[config.mk]
export PLATFORM = sky130hd
export DESIGN_NAME = pc_fetch_ctrl_flat
export DESIGN_NICKNAME = d
export VERILOG_FILES = /design/src/rtl/pc_fetch_ctrl_if.sv /design/src/rtl/pc_fetch_ctrl.sv /design/src/flat_wrapper.sv
export SDC_FILE = /design/constraint.sdc
export NUM_CORES = 1
export LEC_CHECK = 0
export ABC_AREA = 1
export CORE_MARGIN = 1.5
export CORE_UTILIZATION = 41
export DETAILED_ROUTE_END_ITERATION = 16
export PLACE_DENSITY = 0.83
export SYNTH_ARGS = -nofsm -noshare
export SYNTH_HDL_FRONTEND = slang
export SYNTH_SLANG_ARGS = --single-unit
[constraint.sdc]
create_clock -name clk -period 1.9 [get_ports clk]
set_input_delay 0.19 -clock clk [delete_from_list [all_inputs] [get_ports clk]]
set_output_delay 0.19 -clock clk [all_outputs]
set_load 0.02 [all_outputs]
[src/rtl/pc_fetch_ctrl_if.sv]
// Instruction-memory fetch bus between the fetch controller and instruction memory.
// master: fetch controller (drives request/address).
// slave:  instruction memory (drives grant and response).
interface pc_fetch_ctrl_if;
  logic        imem_req;
  logic [31:0] imem_addr;
  logic        imem_gnt;
  logic        imem_rvalid;
  logic [31:0] imem_rdata;

  modport master (
    output imem_req,
    output imem_addr,
    input  imem_gnt,
    input  imem_rvalid,
    input  imem_rdata
  );

  modport slave (
    input  imem_req,
    input  imem_addr,
    output imem_gnt,
    output imem_rvalid,
    output imem_rdata
  );
endinterface

[src/rtl/pc_fetch_ctrl.sv]
// PC sequencer and single-outstanding instruction fetch controller.
// Owns the PC, issues one fetch at a time, holds the fetched instruction until
// decode accepts it, and applies trap > branch > sequential redirects. A fetch
// that is in flight when a redirect arrives is squashed through the kill flag.
// Optional build macro: PC_MISALIGN_TRAP_EN
//   defined   - a branch to a non word-aligned target traps to TRAP_VECTOR
//               and pulses misalign_err.
//   undefined - target bits [1:0] are cleared and misalign_err is tied low.
module pc_fetch_ctrl #(
  parameter logic [31:0] RESET_VECTOR = 32'h0000_0000,
  parameter logic [31:0] TRAP_VECTOR  = 32'h0000_0010
) (
  input  logic                    clk,
  input  logic                    rst_n,
  pc_fetch_ctrl_if.master         imem,
  input  logic                    stall,
  input  logic                    br_taken,
  input  logic [31:0]             br_target,
  input  logic                    trap,
  output logic                    inst_valid,
  output logic [31:0]             inst,
  output logic [31:0]             inst_pc,
  output logic                    misalign_err
);

  typedef enum logic [1:0] {
    S_BOOT = 2'd0,
    S_REQ  = 2'd1,
    S_WAIT = 2'd2,
    S_HOLD = 2'd3
  } state_e;

  state_e      state_q, state_d;
  logic [31:0] pc_q, pc_d;
  logic        kill_q, kill_d;
  logic [31:0] inst_q, inst_d;
  logic [31:0] inst_pc_q, inst_pc_d;
  logic        inst_valid_q, inst_valid_d;
  logic        misalign_q, misalign_d;

  // Redirect decode: whether a redirect applies this cycle and where it goes.
  logic        redirect;
  logic [31:0] redir_pc;

`ifdef PC_MISALIGN_TRAP_EN
  logic br_misaligned;
`else
  logic unused_br_target_lsbs;
  assign unused_br_target_lsbs = ^br_target[1:0];
`endif

  // Redirect selection with trap taking priority over branch; ignored in boot.
  always_comb begin
    redirect   = (state_q != S_BOOT) && (trap || br_taken);
    redir_pc   = {br_target[31:2], 2'b00};
    misalign_d = 1'b0;
`ifdef PC_MISALIGN_TRAP_EN
    br_misaligned = br_taken && (br_target[1:0] != 2'b00);
    if (trap || br_misaligned) begin
      redir_pc = TRAP_VECTOR;
    end
    misalign_d = (state_q != S_BOOT) && br_misaligned;
`else
    if (trap) begin
      redir_pc = TRAP_VECTOR;
    end
`endif
  end

  // Next-state logic for the fetch FSM, PC, kill flag and decode holding register.
  always_comb begin
    state_d      = state_q;
    pc_d         = pc_q;
    kill_d       = kill_q;
    inst_d       = inst_q;
    inst_pc_d    = inst_pc_q;
    inst_valid_d = inst_valid_q;

    case (state_q)
      S_BOOT: begin
        state_d = S_REQ;
      end

      S_REQ: begin
        if (redirect) begin
          pc_d = redir_pc;
          // A grant in the redirect cycle was for the old PC: squash its response.
          if (imem.imem_gnt) begin
            kill_d  = 1'b1;
            state_d = S_WAIT;
          end
        end else if (imem.imem_gnt) begin
          state_d = S_WAIT;
        end
      end

      S_WAIT: begin
        if (redirect) begin
          pc_d = redir_pc;
          if (imem.imem_rvalid) begin
            // Stale response arrives with the redirect: drop it and refetch now.
            kill_d  = 1'b0;
            state_d = S_REQ;
          end else begin
            kill_d = 1'b1;
          end
        end else if (imem.imem_rvalid) begin
          if (kill_q) begin
            kill_d  = 1'b0;
            state_d = S_REQ;
          end else begin
            inst_d       = imem.imem_rdata;
            inst_pc_d    = pc_q;
            inst_valid_d = 1'b1;
            state_d      = S_HOLD;
          end
        end
      end

      S_HOLD: begin
        if (redirect) begin
          pc_d         = redir_pc;
          inst_valid_d = 1'b0;
          state_d      = S_REQ;
        end else if (!stall) begin
          pc_d         = pc_q + 32'd4;
          inst_valid_d = 1'b0;
          state_d      = S_REQ;
        end
      end

      default: begin
        state_d = S_BOOT;
      end
    endcase
  end

  // State registers with asynchronous active-low reset.
  always_ff @(posedge clk or negedge rst_n) begin
    if (!rst_n) begin
      state_q      <= S_BOOT;
      pc_q         <= RESET_VECTOR;
      kill_q       <= 1'b0;
      inst_q       <= 32'h0;
      inst_pc_q    <= 32'h0;
      inst_valid_q <= 1'b0;
      misalign_q   <= 1'b0;
    end else begin
      state_q      <= state_d;
      pc_q         <= pc_d;
      kill_q       <= kill_d;
      inst_q       <= inst_d;
      inst_pc_q    <= inst_pc_d;
      inst_valid_q <= inst_valid_d;
      misalign_q   <= misalign_d;
    end
  end

  assign imem.imem_req  = (state_q == S_REQ);
  assign imem.imem_addr = pc_q;
  assign inst_valid     = inst_valid_q;
  assign inst           = inst_q;
  assign inst_pc        = inst_pc_q;
  assign misalign_err   = misalign_q;

endmodule

[src/flat_wrapper.sv]
// flat-port wrapper written by rule: the top's interface ports become plain ports
module pc_fetch_ctrl_flat 
#(
  parameter logic [31:0] RESET_VECTOR = 32'h0000_0000,
  parameter logic [31:0] TRAP_VECTOR  = 32'h0000_0010
)
  (clk, rst_n, stall, br_taken, br_target, trap, inst_valid, inst, inst_pc, misalign_err, imem_imem_req, imem_imem_addr, imem_imem_gnt, imem_imem_rvalid, imem_imem_rdata);
  pc_fetch_ctrl_if imem_i ();
  input  logic clk;
  input  logic rst_n;
  input  logic stall;
  input  logic br_taken;
  input  logic [31:0] br_target;
  input  logic trap;
  output logic inst_valid;
  output logic [31:0] inst;
  output logic [31:0] inst_pc;
  output logic misalign_err;
  output wire logic [$bits(imem_i.imem_req)-1:0] imem_imem_req;
  output wire logic [$bits(imem_i.imem_addr)-1:0] imem_imem_addr;
  input wire logic [$bits(imem_i.imem_gnt)-1:0] imem_imem_gnt;
  input wire logic [$bits(imem_i.imem_rvalid)-1:0] imem_imem_rvalid;
  input wire logic [$bits(imem_i.imem_rdata)-1:0] imem_imem_rdata;
  assign imem_imem_req = imem_i.imem_req;
  assign imem_imem_addr = imem_i.imem_addr;
  assign imem_i.imem_gnt = imem_imem_gnt;
  assign imem_i.imem_rvalid = imem_imem_rvalid;
  assign imem_i.imem_rdata = imem_imem_rdata;
  pc_fetch_ctrl #(.RESET_VECTOR(RESET_VECTOR), .TRAP_VECTOR(TRAP_VECTOR)) u_core (.clk(clk), .rst_n(rst_n), .imem(imem_i), .stall(stall), .br_taken(br_taken), .br_target(br_target), .trap(trap), .inst_valid(inst_valid), .inst(inst), .inst_pc(inst_pc), .misalign_err(misalign_err));
endmodule
Word-level counts from Yosys, hierarchy flattened
Cells that the tools add are included.
- reduce and logical (&&, ||, !) cells: 13
- multiplexer cells: 25
- add/subtract/negate cells: 1
- equal/unequal tests: 11
- bitwise operators: 2
- operators with widths (kind ; count):
    32-bit two-way mux ; 4
    32-bit one-hot mux with 2 select lines ; 1
    32-bit by 3-bit adder with 32-bit output (second input constant) ; 1
    2-bit two-way mux ; 7
    1-bit two-way mux ; 10
    2-bit one-hot mux with 4 select lines ; 1
    4-bit AND reduction ; 2
    2-bit nonzero test ; 4
    2-bit by 1-bit inequality test with 1-bit output (second input constant) ; 3
    2-bit inequality test (second input constant) ; 3
    3-bit by 2-bit inequality test with 1-bit output (second input constant) ; 2
    3-bit AND reduction ; 2
    5-bit AND reduction ; 1
    2-bit equality test (second input constant) ; 2
    1-bit one-hot mux with 2 select lines ; 2
    2-bit by 1-bit equality test with 1-bit output (second input constant) ; 1
    2-bit logical NOT ; 1
    1-bit inverter ; 2
    2-bit OR reduction ; 1
    1-bit logical AND ; 1
    1-bit logical OR ; 1
- output and inout port bits: 99
- register bits: 100
- input port bits: 71

Logic depth before layout (Yosys ltp)
Gate-level depths: netlist (run 1).
- depth after elaboration: 4
- depth in mapped cells: 12
- gate-level depth less buffers: 12

Worst setup path before layout (run 1)
No wires, ideal clock.
- kind: flip-flop to flip-flop
- start: reg u_core.pc_q[3] (netlist: u_core.imem.imem_addr[3])
- end: reg u_core.pc_q[22] (netlist: u_core.imem.imem_addr[22])
- library setup time: 0.120 ns
- setup slack: 0.289 ns
- period minus slack after synthesis: 1.611 ns
- arrival time: 1.491 ns
- path buffers: 0
- cell stages (with the launch flop): 11
- data required time: 1.780 ns
- cell sequence: dfrtp_1 ha_1 nand2_1 nor2_4 nand2_8 nor2_2 nand3_1 nand2_1 nand2_1 o21ai_1 nand2_1
- word-level cells in the longest chain between the ends: 4
- ends and longest elaborated chain (item ; line ; RTL):
    start, declared ; pc_fetch_ctrl.sv:34 ; logic [31:0] pc_q, pc_d;
    start signal, assigned ; pc_fetch_ctrl.sv:150 ; pc_q <= pc_d;
    32-bit by 3-bit adder with 32-bit output ; pc_fetch_ctrl.sv:126 ; pc_d = pc_q + 32'd4;
    32-bit two-way mux ; pc_fetch_ctrl.sv:125 ; end else if (!stall) begin
    32-bit two-way mux ; pc_fetch_ctrl.sv:121 ; if (redirect) begin
    32-bit one-hot mux with 2 select lines ; pc_fetch_ctrl.sv:79 ; case (state_q)
No other way between the ends. The select of a mux whose other input is x is not followed.
A chain may end at the register's enable or synchronous reset.

Final worst setup path (run 1)
- start: reg u_core.state_q[0]
- end: reg u_core.inst_pc_q[21] (netlist: u_core.inst_pc[21])
- word-level cells in the longest chain between the ends: 4
- elaborated cells on any way between the ends: 5
- classes of those cells: eq/ne: 1; bitwise: 1; reduce/logical: 3
- ends and longest elaborated chain (item ; line ; RTL):
    start, declared ; pc_fetch_ctrl.sv:33 ; state_e state_q, state_d;
    start signal, assigned ; pc_fetch_ctrl.sv:149 ; state_q <= state_d;
    2-bit nonzero test ; pc_fetch_ctrl.sv:54 ; redirect = (state_q != S_BOOT) && (trap || br_taken);
    1-bit logical AND ; pc_fetch_ctrl.sv:54 ;
    1-bit inverter (no line) ; -- ;
    4-bit AND reduction (no line) (*) ; -- ;
    end signal, assigned ; pc_fetch_ctrl.sv:153 ; inst_pc_q <= inst_pc_d;
    end, declared ; pc_fetch_ctrl.sv:37 ; logic [31:0] inst_pc_q, inst_pc_d;
Every way passes the cells marked *; elsewhere a longest branch is shown, timed or not.

==> run_results.csv, run 1 <==
group,metric,value,unit
yosys,syn_inst,678,
detailed_routing,drtPass1Iterations,5,
timing,holdWs,403.0,ps
layout,fin_cells,1011,
power_and_ir_drop,swShare,41.82,%
timing,relSlewSlack,65.28,%
power_and_ir_drop,powerDensity,1526,nW/um2
global_routing,overflow,0,
worst_setup_path,slowest_delay,410,ps
detailed_routing,vias_per_cell,4.959,
yosys,async_flop_share,100.0,%
clocking,htree_levels,3,
timing,setup_violations,0,
worst_setup_path,r2r_start,"u_core.state_q[0]",
placement,place_ws,-15.58,ps
yosys,yosys_warnings,0,
die,row_count,40,
yosys,yosysMostFrequentCell,"nand2_1",
detailed_routing,wirelength,14810,um
timing,post-route-period-util,92.27,%
yosys,synth.distinct_cells,35,
timing,fin_crit,1753,ps
die,die_area,13260,um2
detailed_routing,wl_per_cell,14.65,um
layout,final_util,60.12,%
die,die_h,115.2,um
worst_setup_path,cp_slowest_cell,"dfrtp_1",
placement,gp_congestion,0.9286,
yosys,yosysSeqAreaShare,46.58,%
hold_path,min-delay-start,"imem_imem_rdata[21]",
global_routing,grt.total_usage,22.46,%
clocking,clockBufferDepth,2,
power_and_ir_drop,power.leakage,3.417,nW
flow_run,cap_viol_max_count,0,
placement,dp_hpwl,10580,um
worst_setup_path,rr_endpoint,"u_core.inst_pc[21]",
clocking,cts_tree,"done",
die,core-area,12160,um2
yosys,synth_top_area_share,46.58,%
hold_path,hp-class,"input pin to flip-flop",
yosys,syn_avg_cell_area,7.607,um2
yosys,synth_area,5157,um2
yosys,synth_seq_cells,96,
worst_setup_path,setup.worst_path.start,"u_core.state_q[0]",
timing,rsz0062_at_grt,"false",
clocking,root_buffer,"clkbuf_16",
hold_path,holdPathEnd,"u_core.inst[21]",
die,start_util,42.41,%
die,io_pins,170,
layout,layout-drive-gt1-share,7.711,%
worst_setup_path,criticalPathCategory,"flip-flop to flip-flop",
yosys,synth_edf_count,0,
power_and_ir_drop,seq_power_share,32.4,%
worst_setup_path,end_kind,"flip-flop",
worst_setup_path,r2r_slack,150,ps
global_routing,grt_antenna_before_repair,0,
layout,num_antenna_cells,0,
detailed_routing,ant_nets,0,
detailed_routing,vias,5014,
layout,final_nets,914,
detailed_routing,drc,0,
clocking,cts_sinks,96,
power_and_ir_drop,comb_power_share,50.2,%
power_and_ir_drop,vdd.ir_drop.worst,0.8145,mV
global_routing,grt_pass1_vias,4635,
global_routing,grt_max_degree,97,
worst_setup_path,worst-r2r-cell-count,9,
timing,final-hold-violation-count,0,
worst_setup_path,cp.required,2110,ps
clocking,cts_inserted_buffers,9,
yosys,synth_top_area_cell,"dfrtp_1",
placement,port_buffers,162,
timing,fmax,570.4,MHz
worst_setup_path,critPathMostFrequentCell,"inv_1",
die,die_w,115.2,um
worst_setup_path,start_kind,"flip-flop",
global_routing,grt_first_pass_wirelength,23540,um
power_and_ir_drop,power_frac_clock,17.4,%
yosys,netlist_top_cells_count,"233 x nand2_1, 96 x dfrtp_1, 62 x nand3_1",
worst_setup_path,crit_chain,"inv_1, ha_1, o21bai_2, inv_1, nor3_4, nand2_2, buf_12, nand2_1, o21ai_0",
power_and_ir_drop,power_switching,4.667,mW
layout,area_growth_syn_to_layout,41.78,%
layout,nFillCells,1091,
timing,tightest_slew,520.8,ps
run_status,outcome,"finished clean",
detailed_routing,first_iter_violations,398,
timing,finalMaxSlewViolations,0,
yosys,synthTopCellsByArea,"dfrtp_1 47%, nand2_1 17%, nand3_1 6.0%",
worst_setup_path,arrival,1960,ps
clocking,cts.clk_slew.worst_paths,70,ps
hold_path,hold_path_depth,3,
yosys,synth_flop_cell,"dfrtp_1",
worst_setup_path,crit_path_max_fanout,57,
timing,layout_setup_ws,146.9,ps
placement,dp.cells,993,
clocking,clk_latency,340,ps
power_and_ir_drop,p_int,6.492,mW
power_and_ir_drop,finalPower,11.16,mW
timing,skew,6.953,ps
-- stage by stage --
step / setup TNS (ps) / cell area, um2
floorplan: 0 / 5172
global placement: 0 / 6968
detailed placement: -36.46 / 6968
CTS: 0 / 7293
global route: 0 / 7312
finish: 0 / 7312
-- worst max-delay path by stage --
| stage | end | slack, ps |
|---|---|---|
| 2_1_floorplan | u_core.imem.imem_addr[22] | 290 |
| 3_3_place_gp | u_core.inst_valid | 20 |
| 3_5_place_dp | u_core.inst_pc[4] | -20 |
| 4_1_cts | imem_imem_req | 20 |
| 5_1_grt | u_core.inst_pc[21] | 5 |
| 6_report | u_core.inst_pc[21] | 150 |
-- timing repair --
action,4_1_cts,5_1_grt
buffers inserted,0,1
hold buffers,1,0
setup endpoints to repair,0,21
hold endpoints to repair,96,0
gates resized for setup,0,7
-- registers in the layout, summed over array words and instances, names as in the netlist --
| signal | count |
|---|---|
| u_core.imem.imem_addr | 30 |
| u_core.inst | 32 |
| u_core.state_q | 2 |
| u_core.inst_valid | 1 |
| u_core.kill_q | 1 |
| u_core.inst_pc | 30 |
-- cells by family (layout without fill, tap and decap cells) --
group	Yosys count	count (layout)	share of synthesized area [%]
flops	96	96	46.58
xor+xnor	3	3	0.5096
buf+inv	89	250	8.006
other cells	1	5	0.07271
simple gates	370	370	31.68
fa+ha+maj	5	5	1.213
compound gates	114	114	11.94
-- per-layer routing --
metal,share of wire (%),global-route usage (%),up-vias
met1,44,31.55,2332
li1,-,-,2489
met4,2.0,7.243,0
met3,6.2,3.426,20
met2,48,35.79,173
met5,0,0,-
-- critical path: cells and delay by family (launching register included) --
kind / cells / cell delay, ps
DFF: 1 / 410
adders and majority gates: 1 / 140
buffers and inverters: 3 / 400
AOI/OAI and AO/OA: 2 / 240
and+or+nand+nor: 3 / 400
-- cells in the final DEF, fill, tap and decap left out, types with 2 or more instances in the layout --
cell,count
clkbuf_1,3
nor2_1,47
a22oi_1,2
nor2_4,6
buf_12,3
a21oi_1,30
nand2_2,4
nand2_4,2
xor2_1,3
o21ai_1,38
nand3_1,62
bufinv_16,2
clkdlybuf4s50_1,160
ha_1,5
clkbuf_16,9
buf_4,16
inv_2,4
nor2_8,3
nand4_1,3
nand2_1,232
o22ai_1,7
conb_1,5
a31oi_1,6
o21ai_0,27
or2_2,2
nor2_2,5
dfrtp_1,96
inv_1,47
-- power by group through the flow --
stage | sequential [mW] | combinational (mW) | clock [mW]
6_report | 3.62 | 5.60 | 1.94
5_1_grt | 3.72 | 6.12 | 2.08
4_1_cts | 3.61 | 5.59 | 1.99
3_5_place_dp | 3.63 | 5.56 | 0
3_3_place_gp | 3.61 | 5.44 | 0
2_1_floorplan | 4.48 | 2.21 | 0
-- final cells by class --
class | instances | area (um2) | share of cell area [%]
Multi-Input combinational cell | 497 | 2366 | 32.36
Clock inverter | 3 | 65.06 | 0.8898
Inverter | 52 | 202.7 | 2.772
Tap cell | 168 | 210.2 | 2.875
Sequential cell | 96 | 2402 | 32.85
Clock buffer | 13 | 250.2 | 3.422
Timing Repair Buffer | 182 | 1815 | 24.83
Note: power is estimated with default switching activity, not from simulation.
==> run 2: changes to the inputs <==
--- a/config.mk
+++ b/config.mk
@@ -6,8 +6,9 @@
 export NUM_CORES = 1
 export LEC_CHECK = 0
 export ABC_AREA = 1
-export CORE_MARGIN = 1.5
+export CORE_MARGIN = 2
 export CORE_UTILIZATION = 41
+export CTS_CLUSTER_DIAMETER = 30
 export DETAILED_ROUTE_END_ITERATION = 16
 export PLACE_DENSITY = 0.83
 export SYNTH_ARGS = -nofsm -noshare
==> run 2 against run 1 <==
Net effect:
- total power shrank 0.14%
- hold slack lost 91 ps
- design area grew 0.50%
- critical path depth grew 1
- combinational power grew 1%
- flip-flop and latch count is the same
- non-clock buffer count grew 4
- highest routed layer unchanged
- utilization grew 0.30 points
- clock skew grew 2.2 ps
- critical endpoint is now u_core.imem.imem_addr[3]
- first-iteration DRC count grew 11%
- clock power shrank 4%
==> run_results.csv, run 2 (same netlist as run 1, synthesis figures left out) <==
group,metric,value,unit
layout,final_util,60.42,%
placement,dpl_cell_area,7023,um2
layout,layout_commonest_cell,"nand2_1",
worst_setup_path,arrival,2070,ps
run_status,outcome,"finished clean",
worst_setup_path,r2r_slack,100,ps
detailed_routing,drtPass1Iterations,5,
detailed_routing,first_iter_violations,442,
detailed_routing,wl_per_cell,14.92,um
clocking,clockBufferDepth,2,
clocking,clk_latency,350,ps
layout,final_nets,918,
die,row_count,40,
timing,final-hold-violation-count,0,
global_routing,grt_pass1_vias,4856,
detailed_routing,vias,5106,
layout,nFillCells,1102,
detailed_routing,ant_nets,0,
flow_run,cap_viol_max_count,0,
die,die_w,116.2,um
global_routing,overflow,0,
clocking,root_buffer,"clkbuf_16",
power_and_ir_drop,finalPower,11.14,mW
timing,skew,9.195,ps
placement,port_buffers,162,
power_and_ir_drop,powerDensity,1517,nW/um2
global_routing,grt_antenna_before_repair,0,
timing,fmax,556.8,MHz
detailed_routing,wirelength,15150,um
worst_setup_path,cp.required,2170,ps
die,start_util,42.41,%
layout,num_antenna_cells,0,
hold_path,hp-class,"input pin to asynchronous set/reset pin",
die,die_area,13490,um2
worst_setup_path,start_kind,"flip-flop",
layout,area_growth_syn_to_layout,42.48,%
clocking,cts_inserted_buffers,9,
detailed_routing,drc,0,
worst_setup_path,r2r_start,"u_core.state_q[1]",
power_and_ir_drop,vdd.ir_drop.worst,0.8439,mV
layout,layout-drive-gt1-share,8.501,%
timing,rsz0062_at_grt,"true",
timing,finalMaxSlewViolations,0,
worst_setup_path,crit_path_max_fanout,7,
layout,mostFrequentLayoutCells,"232 x nand2_1, 160 x clkdlybuf4s50_1, 96 x dfrtp_1",
layout,largest_reg_flops,32,
detailed_routing,vias_per_cell,5.031,
die,die_h,116.2,um
worst_setup_path,end_kind,"flip-flop",
layout,final_area,7348,um2
worst_setup_path,rr_endpoint,"u_core.imem.imem_addr[3]",
global_routing,grt_first_pass_wirelength,24250,um
timing,setup_violations,0,
clocking,htree_levels,3,
power_and_ir_drop,power.leakage,3.423,nW
clocking,cts_tree,"done",
placement,gp_congestion,0.8972,
worst_setup_path,worst-r2r-cell-count,10,
timing,fin_crit,1796,ps
placement,dp_hpwl,11330,um
global_routing,grt_max_degree,58,
die,io_pins,170,
timing,holdWs,312.4,ps
global_routing,grt.total_usage,22.68,%
timing,post-route-period-util,94.52,%
die,core-area,12160,um2
clocking,cts_sinks,96,
worst_setup_path,criticalPathCategory,"flip-flop to flip-flop",
clocking,cts.clk_slew.worst_paths,70,ps
run 2: cell type report:
class | count | area [um2] | area share (%)
timing repair buffer | 186 | 1863 | 25.35
multi-input combinational | 497 | 2366 | 32.20
clock inverter | 7 | 78.83 | 1.073
inverter | 52 | 202.7 | 2.758
sequential | 96 | 2402 | 32.69
clock buffer | 9 | 225.2 | 3.065
tap | 168 | 210.2 | 2.861
run 2: worst max path at each step:
stage,startpoint,end,slack [ps],cells past startpoint
after detailed placement,u_core.state_q[1],u_core.imem.imem_addr[4],-3,9
after CTS,u_core.state_q[1],u_core.imem.imem_addr[4],50,9
after global routing,u_core.state_q[1],u_core.imem.imem_addr[9],-4,9
after floorplan,u_core.imem.imem_addr[3],u_core.imem.imem_addr[22],290,10
final,u_core.state_q[1],u_core.imem.imem_addr[3],100,10
after global placement,u_core.state_q[1],u_core.imem.imem_addr[14],80,9
run 2: worst max-delay path: stages, from the launching register on:
cell	delay [ps]
dfrtp_1	380
inv_1	80
ha_1	170
o21bai_2	210
buf_4	180
o21ai_2	80
o21ai_4	120
buf_4	180
a21oi_1	160
o21ai_1	90
o21ai_1	90
run 2: through the flow:
stage | setup slack (ps) | TNS [ps] | cells
after floorplan | 288.6 | 0 | 682
after global placement | 79.49 | 0 | 997
after detailed placement | -2.805 | -2.805 | 997
after CTS | 51.08 | 0 | 1014
after global routing | -4.077 | -4.077 | 1015
final | 104.1 | 0 | 1015
run 2: routing by layer:
| layer | vias to the layer above | global-route usage [%] | routed length [um] |
|---|---|---|---|
| met1 | 2355 | 31.21 | 6676 |
| met5 | - | 0 | 0 |
| met4 | 0 | 8.492 | 443 |
| met3 | 35 | 3.996 | 1012 |
| met2 | 212 | 36.14 | 7012 |
| li1 | 2504 | - | - |
run 2: timing repair:
item	CTS	global route
gates resized for setup	2	4
setup endpoints to repair	4	12
endpoints found under the hold margin	24	0
hold buffers	1	0
setup buffers	0	1
run 2: power by group:
group          total [mW]  internal [mW]  switching [mW]
Clock                1.87           1.03           0.833
Combinational        5.67           2.45            3.22
Sequential           3.60           2.88           0.727
Total                11.1           6.36            4.78
